[src/rtl/cla_sum_stage_pkg.sv]
// Shared constants and payload types for the carry-lookahead sum stage.
package cla_sum_stage_pkg;

    localparam int unsigned WIDTH = 32;
    localparam int unsigned GRP   = 4;
    localparam int unsigned NGRP  = WIDTH / GRP;

    // Result flags, in the order they are presented on the output bus.
    typedef struct packed {
        logic cout;
        logic v;
        logic z;
        logic n;
    } flags_t;

    // Operands and lookahead terms captured by stage 1. The tag travels beside
    // this record because its width is a parameter of the stage.
    typedef struct packed {
        logic [WIDTH-1:0] a;
        logic [WIDTH-1:0] b;
        logic [WIDTH-1:0] g;
        logic [WIDTH-1:0] p;
        logic [NGRP:0]    c;
    } payload_t;

endpackage

[src/rtl/cla_group_sum.sv]
// One 4-bit lookahead group: ripples the group carry-in across the group
// using G/P and forms the sum bits from the raw operands.
module cla_group_sum
    import cla_sum_stage_pkg::*;
(
    input  logic [GRP-1:0] a_i,
    input  logic [GRP-1:0] b_i,
    input  logic [GRP-1:0] g_i,
    input  logic [GRP-1:0] p_i,
    input  logic           cin_i,
    output logic [GRP-1:0] sum_o
);

    logic [GRP-1:0] carry_c;

    // In-group carries; P is OR-form, so the sum XOR uses a^b rather than p.
    always_comb begin
        carry_c    = '0;
        carry_c[0] = cin_i;
        for (int unsigned i = 0; i < GRP - 1; i++) begin
            carry_c[i+1] = g_i[i] | (p_i[i] & carry_c[i]);
        end
        sum_o = a_i ^ b_i ^ carry_c;
    end

endmodule

[src/rtl/cla_sum_stage.sv]
// Two-register sum stage behind the 32-bit lookahead unit: stage 1 captures
// operands and group carries, stage 2 registers the sum and flags. Both
// stages use a valid/ready skid-free handshake for one result per cycle.
module cla_sum_stage
    import cla_sum_stage_pkg::*;
#(
    parameter int unsigned TAG_W = 4
)
(
    input  logic             clk,
    input  logic             rst_n,
    input  logic             in_valid,
    output logic             in_ready,
    input  logic [WIDTH-1:0] A,
    input  logic [WIDTH-1:0] B,
    input  logic [WIDTH-1:0] G,
    input  logic [WIDTH-1:0] P,
    input  logic [NGRP:0]    C,
    input  logic [TAG_W-1:0] tag_in,
    output logic             out_valid,
    input  logic             out_ready,
    output logic [WIDTH-1:0] S,
    output logic             Cout,
    output logic             V,
    output logic             Z,
    output logic             N,
    output logic [TAG_W-1:0] tag_out
);

    logic             s1_valid_q, s1_valid_d;
    payload_t         s1_q, s1_d;
    logic [TAG_W-1:0] s1_tag_q, s1_tag_d;

    logic             s2_valid_q, s2_valid_d;
    logic [WIDTH-1:0] s2_sum_q, s2_sum_d;
    flags_t           s2_flags_q, s2_flags_d;
    logic [TAG_W-1:0] s2_tag_q, s2_tag_d;

    logic             adv1_c, adv2_c;
    logic [WIDTH-1:0] sum_c;
    flags_t           flags_c;

    // A stage may advance when it is empty or the stage after it is moving.
    assign adv2_c = ~s2_valid_q | out_ready;
    assign adv1_c = ~s1_valid_q | adv2_c;

    // Eight groups, each seeded with its lookahead carry.
    for (genvar gi = 0; gi < NGRP; gi++) begin : g_grp
        cla_group_sum u_grp (
            .a_i   (s1_q.a[gi*GRP +: GRP]),
            .b_i   (s1_q.b[gi*GRP +: GRP]),
            .g_i   (s1_q.g[gi*GRP +: GRP]),
            .p_i   (s1_q.p[gi*GRP +: GRP]),
            .cin_i (s1_q.c[gi]),
            .sum_o (sum_c[gi*GRP +: GRP])
        );
    end

    // Flags from the captured operands and the freshly formed sum.
    always_comb begin
        flags_c      = '0;
        flags_c.cout = s1_q.c[NGRP];
        flags_c.v    = (s1_q.a[WIDTH-1] == s1_q.b[WIDTH-1]) &
                       (sum_c[WIDTH-1] != s1_q.a[WIDTH-1]);
        flags_c.z    = ~|sum_c;
        flags_c.n    = sum_c[WIDTH-1];
    end

    // Next state for both stages; data registers only load with valid data.
    always_comb begin
        s1_valid_d = s1_valid_q;
        s1_d       = s1_q;
        s1_tag_d   = s1_tag_q;
        s2_valid_d = s2_valid_q;
        s2_sum_d   = s2_sum_q;
        s2_flags_d = s2_flags_q;
        s2_tag_d   = s2_tag_q;

        if (adv2_c) begin
            s2_valid_d = s1_valid_q;
            if (s1_valid_q) begin
                s2_sum_d   = sum_c;
                s2_flags_d = flags_c;
                s2_tag_d   = s1_tag_q;
            end
        end

        if (adv1_c) begin
            s1_valid_d = in_valid;
            if (in_valid) begin
                s1_d.a   = A;
                s1_d.b   = B;
                s1_d.g   = G;
                s1_d.p   = P;
                s1_d.c   = C;
                s1_tag_d = tag_in;
            end
        end
    end

    // Pipeline registers; reset empties both stages and zeroes all data.
    always_ff @(posedge clk or negedge rst_n) begin
        if (!rst_n) begin
            s1_valid_q <= 1'b0;
            s1_q       <= '0;
            s1_tag_q   <= '0;
            s2_valid_q <= 1'b0;
            s2_sum_q   <= '0;
            s2_flags_q <= '0;
            s2_tag_q   <= '0;
        end else begin
            s1_valid_q <= s1_valid_d;
            s1_q       <= s1_d;
            s1_tag_q   <= s1_tag_d;
            s2_valid_q <= s2_valid_d;
            s2_sum_q   <= s2_sum_d;
            s2_flags_q <= s2_flags_d;
            s2_tag_q   <= s2_tag_d;
        end
    end

    assign in_ready  = adv1_c;
    assign out_valid = s2_valid_q;
    assign S         = s2_sum_q;
    assign Cout      = s2_flags_q.cout;
    assign V         = s2_flags_q.v;
    assign Z         = s2_flags_q.z;
    assign N         = s2_flags_q.n;
    assign tag_out   = s2_tag_q;

endmodule

[config.mk]
export PLATFORM = sky130hd
export DESIGN_NAME = cla_sum_stage
export DESIGN_NICKNAME = d
export VERILOG_FILES = /design/src/rtl/cla_sum_stage_pkg.sv /design/src/rtl/cla_group_sum.sv /design/src/rtl/cla_sum_stage.sv
export SDC_FILE = /design/constraint.sdc
export NUM_CORES = 1
export LEC_CHECK = 0
export BUFFER_PORTS_ARGS = -buffer_cell sky130_fd_sc_hd__buf_2
export CORE_ASPECT_RATIO = 1.5
export CORE_MARGIN = 2
export CORE_UTILIZATION = 41
export DETAILED_ROUTE_END_ITERATION = 10
export PLACE_DENSITY = 0.67
export SLEW_MARGIN = 20
export SYNTH_ARGS = -nofsm -noshare
export SYNTH_HDL_FRONTEND = slang
export SYNTH_SLANG_ARGS = --single-unit
[constraint.sdc]
create_clock -name clk -period 1.6 [get_ports clk]
set_clock_uncertainty 0.15 [all_clocks]
set_input_delay 0.08 -clock clk [delete_from_list [all_inputs] [get_ports clk]]
set_output_delay 0.08 -clock clk [all_outputs]
set_load 0.02 [all_outputs]
==> out/qor.tcl <==
set qor(grt_pass1_wl_microns) 32500
set qor(route.detailed.vias_per_inst) 5.09
set qor(chipWidth_microns) 111
set qor(violations) {negative hold slack, negative setup slack}
set qor(gp_congestion) 0.808
set qor(cellPowerDensity_nw_per_um2) 1230
set qor(critPathMaxFanout) 2
set qor(detailed_place.area_sq_um) 8630
set qor(netlist_area_sq_um) 7040
set qor(cell_chain_of_the_critical_path) {xor2_2, and3_4, nor4_4, and4b_1, nand4_1, o21ai_1}
set qor(place_inst) 936
set qor(register_area_sq_um) 4160
set qor(final_design_area_no_fill_sq_um) 11500
set qor(min_path_type) {in2async}
set qor(power.static_leakage_nw) 5.57
set qor(end_kind) {flop}
set qor(grt_setup_unrepaired) {true}
set qor(numCtsBuffers) 17
set qor(tritoncts) {done}
set qor(min_period_over_period) 1.09
set qor(post-synth-top-area-fraction) 0.590
set qor(synth.yosys.warnings) 0
set qor(vdd_drop_max_v) 0.000874
set qor(average_detailed_routed_wire_length_per_instance_microns) 19.9
set qor(num_vias) 5729
set qor(clk_root_buffer_cell) {sky130_fd_sc_hd__clkbuf_16}
set qor(hold_ws_ns) -0.0310
set qor(layout.nets) 1050
set qor(maximum_number_of_pins_on_one_net_before_global_route_repair) 45
set qor(timing.critical_path.slowest_stage_cell) {sky130_fd_sc_hd__dfrtp_1}
set qor(count_of_cell_types_in_the_netlist) 35
set qor(layout.cells.non_filler) 1125
set qor(yosys-top-cells-count) {sky130_fd_sc_hd__dfrtp_1, sky130_fd_sc_hd__mux2_2, sky130_fd_sc_hd__nand2_1, sky130_fd_sc_hd__xnor2_1, sky130_fd_sc_hd__o21ai_0}
set qor(report.final.hold_viol_count) 30
set qor(yosysMostFrequentCell) {sky130_fd_sc_hd__dfrtp_1}
set qor(global_route.usage.total) 0.232
set qor(dominantRegCellSynth) {sky130_fd_sc_hd__dfrtp_1}
set qor(height_of_the_die_microns) 164
set qor(setup_ws_ns) -0.151
set qor(synth-seq-area-share) 0.590
set qor(outcome) {complete, but fails checks}
set qor(synthArstFlopShare) 1.00
set qor(path_class) {reg2reg}
set qor(area_of_the_die_sq_um) 18300
set qor(htreeDepth) 4
set qor(num-fill-cells) 1100
set qor(synth.largest_area_cell) {sky130_fd_sc_hd__dfrtp_1}
set qor(fp.coreArea_sq_um) 16800
set qor(route.detailed.drc) 0
set qor(cap_violations) 0
set qor(netlist_top_cells_area) {sky130_fd_sc_hd__dfrtp_1, sky130_fd_sc_hd__mux2_2, sky130_fd_sc_hd__xnor2_1}
set qor(footprint_of_the_multi_input_gates_sq_um) 3330
set qor(antenna-diode-count) 0
set qor(ant_nets) 0
set qor(cp.arrival_ns) 1.96
set qor(syn-instance-count) 536
set qor(vias_in_the_first_global_route) 6214
set qor(timing.critical_path.required_ns) 1.80
set qor(num_rows) 58
set qor(initial_core_util) 0.420
set qor(setup_total_negative_slack_ns) -4.36
set qor(detail_route.iter0.violations) 274
set qor(worst_skew_late_latency_ns) 0.43
set qor(synth.net_count) 681
set qor(drt_wl_total_microns) 22400
set qor(drt_pre_antenna_iters) 4
set qor(ys_seq_elements) 166
set qor(cts.sinks) 166
set qor(timing.slew.headroom) 0.700
set qor(report.final.setup_viol) 118
set qor(slew_viol_final) 0
set qor(flow.area_growth_from_synthesis_pct) 63.2
set qor(synth_area_per_cell_sq_um) 13.1
set qor(globalRoute.totalOverflow) 0
set qor(top_level_ports) 187
set qor(synth-edff-count) 0
set qor(placement.io_buffers) 170
set qor(longest_individual_stage_delay_on_the_worst_path_ns) 0.41
set qor(cts_max_path_buffers) 2
set qor(worst_pin_slew_ns) 0.447
set qor(antenna_violations_before_repair) 0
set qor(critPathLaunchType) {flop}
set qor(clkSlewWorstSetupHoldPaths_ns) 0.06
set qor(drive_gt1_frac) 0.462
set qor(total_power_mw) 14.2
set qor(fmaxAchievable_ghz) 0.571
set qor(dp.final_hpwl_microns) 12900
set qor(finalCriticalPeriod_ns) 1.75
==> critical path, delay by kind of cell, from the launching register on <==
| family | cells | cell delay, ns |
|---|---|---|
| compound gates | 1 | 0.12 |
| xor+xnor | 1 | 0.19 |
| flops | 1 | 0.41 |
| simple gates | 4 | 0.82 |
==> registers in the layout (all words and copies together), names as in the netlist <==
| register | cells |
|---|---|
| s1_q | 120 |
| flags_c | 1 |
| out_valid | 1 |
| tag_out | 4 |
| Cout | 1 |
| V | 1 |
| s1_valid_q | 1 |
| S | 32 |
| s1_tag_q | 4 |
| Z | 1 |
==> placed cells by master (no fill, tap or decap), types with 3 or more instances in the layout <==
cell	count
sky130_fd_sc_hd__buf_4	40
sky130_fd_sc_hd__buf_12	10
sky130_fd_sc_hd__xnor2_2	5
sky130_fd_sc_hd__buf_6	5
sky130_fd_sc_hd__a21o_1	4
sky130_fd_sc_hd__o21ai_0	28
sky130_fd_sc_hd__dlygate4sd3_1	129
sky130_fd_sc_hd__clkbuf_1	3
sky130_fd_sc_hd__a21oi_1	17
sky130_fd_sc_hd__buf_2	168
sky130_fd_sc_hd__buf_16	9
sky130_fd_sc_hd__nor2_1	9
sky130_fd_sc_hd__buf_8	3
sky130_fd_sc_hd__a21boi_0	3
sky130_fd_sc_hd__and3_4	3
sky130_fd_sc_hd__xor2_1	17
sky130_fd_sc_hd__clkbuf_16	25
sky130_fd_sc_hd__nand2b_1	3
sky130_fd_sc_hd__dfrtp_1	165
sky130_fd_sc_hd__nand2_1	54
sky130_fd_sc_hd__xnor2_1	34
sky130_fd_sc_hd__nand4_1	4
sky130_fd_sc_hd__mux2_4	117
sky130_fd_sc_hd__nand3_1	7
sky130_fd_sc_hd__mux2_2	10
sky130_fd_sc_hd__o21ai_1	3
sky130_fd_sc_hd__a21oi_2	8
==> layer usage <==
| metal | part of all wire | track usage |
|---|---|---|
| met1 | 0.37 | 0.250 |
| met2 | 0.54 | 0.424 |
| met3 | 0.044 | 0.0495 |
| met4 | 0.050 | 0.127 |
| met5 | 0 | 0 |
==> power by group <==
group          total, mW  internal, mW  switching [mW]  leakage (nW)
logic               4.60          2.38            2.22          3.35
registers           5.65          5.03           0.617          1.96
clock network       3.91          2.31            1.60         0.265
total               14.2          9.72            4.44          5.57
==> logic make-up (layout without fill, tap and decap cells) <==
kind of cell           count (synthesis)  in the layout  synth area share
flip-flops                           166            166             0.590
multiplexers                         127            127             0.203
AND/OR/NAND/NOR                       95             95            0.0626
AO/OA/AOI/OAI                         69             69            0.0537
XOR/XNOR                              57             57            0.0709
buffers and inverters                 22            401            0.0196
==> worst paths after layout <==
| check | start | end | slack (ns) | depth (start not counted) |
|---|---|---|---|---|
| min in group clk | out_ready | s1_valid_q$_DFFE_PN0N_ | 0.08 | 4 |
| max | s1_q[115]$_DFFE_PN0P_ | Z$_DFFE_PN0P_ | -0.15 | 6 |
| min reg2reg | flags_c[3]$_DFFE_PN0P_ | Cout$_DFFE_PN0P_ | 0.32 | 2 |
| min | rst_n | s1_q[14]$_DFFE_PN0P_ | -0.03 | 2 |
| max in group asynchronous | rst_n | s1_q[1]$_DFFE_PN0P_ | 0.31 | 3 |
| max reg2reg | s1_q[115]$_DFFE_PN0P_ | Z$_DFFE_PN0P_ | -0.15 | 6 |
==> stage by stage <==
step / setup WS (ns) / utilization / hold slack (ns)
after global placement: -0.301 / 0.515 / -0.126
after CTS: -0.154 / 0.658 / -0.0230
after global routing: -0.240 / 0.685 / 0.00417
final: -0.151 / 0.685 / -0.0310
after detailed placement: -0.336 / 0.515 / -0.121
after floorplan: -0.157 / - / -0.366
==> final cells by class <==
type / count / share of cell area
Tap cell: 210 / 0.0229
Clock buffer: 21 / 0.0392
Timing Repair Buffer: 372 / 0.277
Sequential cell: 166 / 0.362
Multi-Input combinational cell: 348 / 0.290
Clock inverter: 8 / 0.00893
==> what timing repair did <==
action,4_1_cts,5_1_grt
hold buffers,129,0
resized for setup,62,55
pin swaps,11,12
setup endpoints to repair,94,127
setup buffers,9,6
cloned,7,11
hold endpoints to repair,293,0
Note: power is estimated with default switching activity, not from simulation.
